$ cat config.mk
export PLATFORM = sky130hd
export DESIGN_NAME = fifo_wr_arbiter
export DESIGN_NICKNAME = d
export VERILOG_FILES = /design/src/rtl/fifo_wr_arbiter.sv
export SDC_FILE = /design/constraint.sdc
export NUM_CORES = 1
export LEC_CHECK = 0
export ABC_AREA = 1
export CAP_MARGIN = 20
export CORE_MARGIN = 8
export CORE_UTILIZATION = 40
export DETAILED_ROUTE_END_ITERATION = 8
export DONT_BUFFER_PORTS = 1
export HOLD_SLACK_MARGIN = 0.1
export MAX_ROUTING_LAYER = met4
export PLACE_DENSITY_LB_ADDON = 0.3
export SLEW_MARGIN = 20
export SYNTH_ARGS = -nofsm -noshare
export SYNTH_HDL_FRONTEND = slang
export SYNTH_SLANG_ARGS = --single-unit
export TNS_END_PERCENT = 10
$ cat constraint.sdc
create_clock -name wclk -period 1.9 [get_ports wclk]
set_input_delay 0.38 -clock wclk [delete_from_list [all_inputs] [get_ports wclk]]
set_output_delay 0.38 -clock wclk [all_outputs]
set_load 0.005 [all_outputs]
$ cat src/rtl/fifo_wr_arbiter.sv
`default_nettype none
// ============================================================================
//  Module      : fifo_wr_arbiter
//  Description : Round-robin, packet-aware arbiter sharing the FIFO write
//                port between two producers, with a per-tenure burst cap
//                and combinational back-pressure on wfull.
//  Revision    : 1.0 - initial release
// ============================================================================
module fifo_wr_arbiter #(
    parameter int DATA_SIZE = 8,
    parameter int MAX_BURST = 4
) (
    input  logic                 wclk,
    input  logic                 wrst_n,
    input  logic                 req0_valid,
    input  logic [DATA_SIZE-1:0] req0_data,
    input  logic                 req0_last,
    output logic                 req0_ready,
    input  logic                 req1_valid,
    input  logic [DATA_SIZE-1:0] req1_data,
    input  logic                 req1_last,
    output logic                 req1_ready,
    input  logic                 wfull,
    output logic                 wclk_en,
    output logic [DATA_SIZE-1:0] wdata,
    output logic [1:0]           grant
);

    localparam logic [1:0] c_IDLE      = 2'd0;
    localparam logic [1:0] c_G0        = 2'd1;
    localparam logic [1:0] c_G1        = 2'd2;
    localparam logic [7:0] c_LAST_BEAT = 8'(MAX_BURST - 1);

    logic [1:0] r_state;
    logic [1:0] w_next_state;
    logic       r_rr_last;
    logic [7:0] r_beat_cnt;

    logic w_in_g0;
    logic w_in_g1;
    logic w_own_valid;
    logic w_own_last;
    logic w_transfer;
    logic w_release;

    assign w_in_g0     = (r_state == c_G0);
    assign w_in_g1     = (r_state == c_G1);
    assign w_own_valid = w_in_g0 ? req0_valid : (w_in_g1 ? req1_valid : 1'b0);
    assign w_own_last  = w_in_g0 ? req0_last  : (w_in_g1 ? req1_last  : 1'b0);
    // A word moves only with reset released, a grant held, the owner valid
    // and room in the FIFO; reset blocks the in-flight word.
    assign w_transfer  = wrst_n && (w_in_g0 || w_in_g1) && w_own_valid && !wfull;
    // Tenure ends on the packet's last word or when the burst cap is reached.
    assign w_release   = w_transfer && (w_own_last || (r_beat_cnt == c_LAST_BEAT));

    // State register.
    always_ff @(posedge wclk) begin
        if (!wrst_n) begin
            r_state <= c_IDLE;
        end else begin
            r_state <= w_next_state;
        end
    end

    // Round-robin history and beat counter for the current tenure.
    always_ff @(posedge wclk) begin
        if (!wrst_n) begin
            r_rr_last  <= 1'b1;
            r_beat_cnt <= 8'd0;
        end else if (r_state == c_IDLE) begin
            r_beat_cnt <= 8'd0;
        end else if (w_release) begin
            r_rr_last  <= w_in_g1;
            r_beat_cnt <= 8'd0;
        end else if (w_transfer) begin
            r_beat_cnt <= r_beat_cnt + 8'd1;
        end
    end

    // Next-state logic: arbitrate in IDLE, hand over without a bubble on release.
    always_comb begin
        w_next_state = r_state;
        case (r_state)
            c_IDLE: begin
                if (req0_valid && req1_valid) begin
                    w_next_state = r_rr_last ? c_G0 : c_G1;
                end else if (req0_valid) begin
                    w_next_state = c_G0;
                end else if (req1_valid) begin
                    w_next_state = c_G1;
                end
            end
            c_G0: begin
                if (w_release) begin
                    w_next_state = req1_valid ? c_G1 : c_IDLE;
                end
            end
            c_G1: begin
                if (w_release) begin
                    w_next_state = req0_valid ? c_G0 : c_IDLE;
                end
            end
            default: w_next_state = c_IDLE;
        endcase
    end

    // Output decode; everything is held at zero while reset is asserted.
    always_comb begin
        grant      = 2'b00;
        req0_ready = 1'b0;
        req1_ready = 1'b0;
        wdata      = '0;
        wclk_en    = w_transfer;
        if (wrst_n) begin
            case (r_state)
                c_G0: begin
                    grant      = 2'b01;
                    req0_ready = !wfull;
                    wdata      = req0_data;
                end
                c_G1: begin
                    grant      = 2'b10;
                    req1_ready = !wfull;
                    wdata      = req1_data;
                end
                default: begin
                    grant = 2'b00;
                end
            endcase
        end
    end

endmodule
`default_nettype wire

==> impl_metrics.json, run 1 <==
{
  "synth_seq_cells": 11,
  "yosys-top-cells-count": "nand2_1, inv_1, nor2_1",
  "fin_crit_sh_pct": 95.6,
  "cts_hold_buf": 0,
  "drt-total-wl_um": 2080,
  "initial_core_util_pct": 41.3,
  "ys_types": 25,
  "cts_buffers": 3,
  "async_flop_share_pct": 0,
  "rows": 17,
  "worst_setup_path_start_kind": "register",
  "critPathTopFamily": "flip-flops",
  "gr-total-overflow": 0,
  "syn-instance-count": 143,
  "grt_pass1_wl_um": 3310,
  "slew_violations": 0,
  "cp.arrival_ns": 1.44,
  "cap_violations": 0,
  "clkTransAtPathRegs_ns": 0.07,
  "critPathKind": "register to output pin",
  "nFillCells": 229,
  "power.density_nw_per_um2": 983,
  "ios": 36,
  "irDropWorstVdd_uv": 752,
  "grt_pass1_vias": 817,
  "cts_tree": "built",
  "die-area_um2": 4010,
  "timing.rr.start": "r_state[0]",
  "dieWidth_um": 63.4,
  "outcome": "completed",
  "vias": 844,
  "fin_crit_ns": 1.82,
  "slowest_delay_ns": 0.36,
  "synth_edf_count": 0,
  "hp-class": "input port to register",
  "clk-insertion-delay-late_ns": 0.26,
  "htreeDepth": 1,
  "cellLeakagePower_nw": 0.441,
  "synth_top_flop_cell": "dfxtp_1",
  "antenna_found_initial": 0,
  "finalClockSkew_ns": 0.00456,
  "cp_num_buf_inv": 3,
  "clock_sinks": 11,
  "slew_headroom_pct": 76.9,
  "synth.avg_cell_area_um2": 6.27,
  "post-dp-hpwl_um": 1720,
  "clk_path_buf_depth": 2,
  "final_hold_viol_count": 0,
  "viasPerCell": 4.80,
  "grt_max_degree": 12,
  "grt.total_usage_pct": 10.1,
  "synth_top_area_share_pct": 24.5,
  "diodes": 0,
  "endpoint_kind": "output pin",
  "gp_congestion": 0.804,
  "first_pass_iters": 4,
  "worst_pin_slew_ns": 0.344,
  "crit_start": "r_state[0]",
  "syn2layout_area_growth_pct": 8.65,
  "cp_slowest_cell": "dfxtp_2",
  "route.detailed.drc": 0,
  "synth_area_leaders": "dfxtp_1, nand2_1, ha_1",
  "wl_per_cell_um": 11.8,
  "mappedNetlistArea_um2": 897,
  "die_y_um": 63.4,
  "ys_seq_area_share_pct": 24.5,
  "setup_viol": 0,
  "worstPathMaxFanout": 4,
  "hp-start": "wrst_n",
  "syn_nets": 172,
  "yosysMostFrequentCell": "nand2_1",
  "crit_required_ns": 1.52,
  "yosys.area.top_type": "dfxtp_1",
  "root_buffer": "clkbuf_4",
  "coreArea_um2": 2170,
  "yosysWarningCount": 0,
  "max_clock_freq_ghz": 0.550,
  "portBuffers": 0,
  "final_nets": 178,
  "tns_ns": 0,
  "drt_iter0_drc": 29,
  "fin_util_pct": 44.9,
  "crit_chain": "inv_1 > ha_1 > nand2_4 > inv_2 > nand2_2 > a21oi_4 > buf_4",
  "detail-route-antenna-nets": 0,
  "drive_gt1_share_pct": 16.2
}
sequential cells by signal, indices dropped and copies added (netlist names):
register	count
r_beat_cnt	8
r_rr_last	1
r_state	2
routing by layer:
metal	up-vias	wire length, um	GRT usage [%]	share of wire [%]
met1	376	871	10.1	42
met5	-	0	-	0
met3	0	97	3.00	4.7
met2	15	1110	18.9	53
li1	453	-	-	-
met4	0	0	1.67	0
kinds of logic (layout without fill, tap and decap cells):
family	count (synthesis)	after routing	share of synthesized area [%]
simple gates	82	82	40.9
compound gates	17	17	11.6
xor+xnor	3	3	2.93
fa+ha+maj	6	6	8.37
flops	11	11	24.5
buf+inv	24	29	11.7
per-stage QoR:
step	std cells	power, mW	hold WS, ns	setup slack (ns)	cell area, um2
after global placement	171	0.772	0.471	0.122	928
after detailed placement	171	0.787	0.474	0.0502	928
final	176	0.958	0.206	0.0829	975
after floorplan	143	0.697	0.449	0.219	897
after global routing	176	1.06	0.188	-0.00424	975
after CTS	176	0.951	0.198	0.0137	962
cell type report:
type                    instances  area (um2)  share of cell area, %
multi-input cells             108         582                   59.7
flip-flops and latches         11         223                   22.8
inverters                      21        78.8                   8.09
well taps                      28        35.0                   3.59
clock buffers                   4        26.3                   2.70
repair buffers                  4        30.0                   3.08
where the power goes:
part,switching (mW),internal (mW)
sequential,0.0214,0.255
combinational,0.331,0.191
clock,0.0775,0.0810
total,0.430,0.527
cells in the final DEF (no fill, tap or decap):
cell	instances
nand4_1	1
nor2_1	15
nand3_2	1
a21oi_4	1
dfxtp_2	2
dfxtp_1	9
inv_2	2
ha_2	2
clkbuf_4	3
inv_1	19
nor3_1	1
nand2_4	2
a22oi_1	1
o21ai_0	1
nand3_1	8
o22ai_1	1
a21oi_1	12
xor2_1	3
clkbuf_1	1
nand2_1	45
nor2_4	1
nor3b_1	1
buf_4	4
nand2_2	4
or2_2	1
ha_1	4
a21oi_2	1
or2_0	1
nor4_1	1
worst register-to-register path, delay by kind of cell (launching register included):
family                     cells  cell delay, ns
AOI/OAI and AO/OA              1            0.13
buffers and inverters          4            0.40
DFF                            1            0.36
and+or+nand+nor                4            0.27
xor gates and xnor gates       1            0.16
adders and majority gates      1            0.32
path summary, 6_finish.rpt:
check,endpoint,slack [ns],cells after the start
worst min register to register,r_rr_last,0.49,2
worst max register to register,r_beat_cnt[5],0.14,11
worst min-delay path,r_rr_last,0.21,1
worst max-delay path,wclk_en,0.08,7
repair_timing:
action	CTS	global route
resized for setup	0	5
hold endpoints to repair	0	0
pin swaps	1	0
endpoints found under the setup margin	1	20
buffers inserted	1	0
(Power assumes the default switching activity.)
==> run 2, diff against run 1 <==
--- a/config.mk
+++ b/config.mk
@@ -7,6 +7,7 @@
 export LEC_CHECK = 0
 export ABC_AREA = 1
 export CAP_MARGIN = 20
+export CORE_ASPECT_RATIO = 1.2
 export CORE_MARGIN = 8
 export CORE_UTILIZATION = 40
 export DETAILED_ROUTE_END_ITERATION = 8
==> impl_metrics.json, run 2 (synthesis results as in run 1) <==
{
  "drt-total-wl_um": 2100,
  "reg2reg_to": "r_beat_cnt[5]",
  "setup_viol": 0,
  "clock_sinks": 11,
  "grt.total_usage_pct": 12.0,
  "ff_latch_area_um2": 223,
  "endpoint_kind": "output pin",
  "cts_buffers": 3,
  "rr_worst_depth": 11,
  "regMostFlops": "r_beat_cnt",
  "clock_power_share_pct": 16.4,
  "root_buffer": "clkbuf_4",
  "crit_start": "r_state[0]",
  "layout_commonest_cell": "nand2_1",
  "max_clock_freq_ghz": 0.563,
  "rsz0062_at_grt": "false",
  "route.detailed.drc": 0,
  "gp_congestion": 0.809,
  "diodes": 0,
  "clk-insertion-delay-late_ns": 0.28,
  "antenna_found_initial": 0,
  "multi_input_area_um2": 597,
  "htreeDepth": 1,
  "coreArea_um2": 2210,
  "rows": 19,
  "clkTransAtPathRegs_ns": 0.07,
  "worst_pin_slew_ns": 0.418,
  "critPathKind": "register to output pin",
  "grt_max_degree": 12,
  "drt-met1-wl_um": 978,
  "die-area_um2": 4020,
  "nFillCells": 208,
  "detail-route-antenna-nets": 0,
  "final_hold_viol_count": 0,
  "reg2reg_slack_ns": 0.26,
  "cts_tree": "built",
  "wl_per_cell_um": 11.6,
  "slew_headroom_pct": 71.9,
  "dr_wl_met2_um": 926,
  "p_seq_share_pct": 27.1,
  "p_sw_share_pct": 44.6,
  "drt_iter0_drc": 29,
  "irDropWorstVdd_uv": 710,
  "cap_violations": 0,
  "fin_crit_sh_pct": 93.4,
  "crit_required_ns": 1.52,
  "finalClockSkew_ns": 0.00193,
  "post-dp-hpwl_um": 1740,
  "switchingPower_mw": 0.461,
  "fin_crit_ns": 1.77,
  "hp-class": "input port to register",
  "timing.rr.start": "r_state[0]",
  "final_nets": 180,
  "tns_ns": 0,
  "grt_pass1_wl_um": 3620,
  "reg_top3": "r_beat_cnt x8, r_state x2, r_rr_last x1",
  "layout_setup_ws_ns": 0.125,
  "drive_gt1_share_pct": 20.0,
  "cellLeakagePower_nw": 0.449,
  "power.density_nw_per_um2": 1020,
  "power_frac_comb_pct": 56.5,
  "cp.arrival_ns": 1.39,
  "vias": 867,
  "p_int_mw": 0.573,
  "gr-total-overflow": 0,
  "slew_violations": 0,
  "viasPerCell": 4.79,
  "dieWidth_um": 59.2,
  "worst_setup_path_start_kind": "register",
  "worstPathMaxFanout": 4,
  "portBuffers": 0,
  "met3_length_um": 130,
  "largest_reg_flops": 8,
  "crit_end": "wclk_en",
  "fin_util_pct": 45.8,
  "die_y_um": 67.9,
  "syn2layout_area_growth_pct": 12.8,
  "maxUsedRoutingLayer": "met4",
  "outcome": "completed",
  "final_cell_mix": "nand2_1, inv_1, nor2_1",
  "first_pass_iters": 4,
  "grt_pass1_vias": 943,
  "initial_core_util_pct": 40.6,
  "clk_path_buf_depth": 2,
  "ios": 36,
  "pre_cts_slack_ns": 0.0839
}
run 2: layout make-up:
class / instances / area share, %
tap: 31 / 3.83
inverter: 21 / 7.79
sequential: 11 / 22.0
multi-input combinational: 108 / 59.0
clock buffer: 4 / 2.60
timing repair buffer: 6 / 4.82
run 2: layer usage:
layer	vias to the layer above	track usage, %
li1	457	-
met1	368	12.7
met2	38	19.5
met3	4	2.82
met4	0	8.38
met5	-	-
run 2: stage by stage:
stage	hold WS (ns)	power, mW	cell area [um2]	instances
floorplan	0.449	0.697	897	143
global placement	0.470	0.798	947	176
detailed placement	0.481	0.811	947	176
CTS	0.194	0.982	981	181
global route	0.202	1.13	1010	181
finish	0.195	1.03	1010	181
run 2: worst min-delay path by stage:
stage / startpoint / endpoint / slack, ns / depth (start not counted)
finish: wrst_n / r_rr_last / 0.20 / 1
global route: wrst_n / r_rr_last / 0.20 / 1
CTS: wrst_n / r_rr_last / 0.19 / 1
detailed placement: wrst_n / r_rr_last / 0.48 / 1
global placement: r_beat_cnt[6] / r_beat_cnt[6] / 0.47 / 2
floorplan: r_rr_last / r_rr_last / 0.45 / 2
run 2: worst max-delay path, cell delays in order (launching register included):
cell     delay (ns)
dfxtp_2        0.37
inv_2          0.07
ha_4           0.27
nand2_4        0.04
inv_2          0.04
nand2_2        0.05
a21oi_4        0.14
buf_4          0.13
run 2: power by group through the flow:
stage	Combinational, mW	Clock (mW)	Sequential [mW]
2_1_floorplan	0.425	0	0.272
3_3_place_gp	0.523	0	0.275
3_5_place_dp	0.534	0	0.277
4_1_cts	0.539	0.172	0.271
5_1_grt	0.662	0.183	0.286
6_report	0.584	0.169	0.280
run 2: repair_timing:
item | in CTS | in global routing
buffers inserted | 1 | 0
pin swaps | 0 | 1
gates resized for setup | 0 | 10
setup endpoints to repair | 1 | 19
hold buffers | 0 | 0
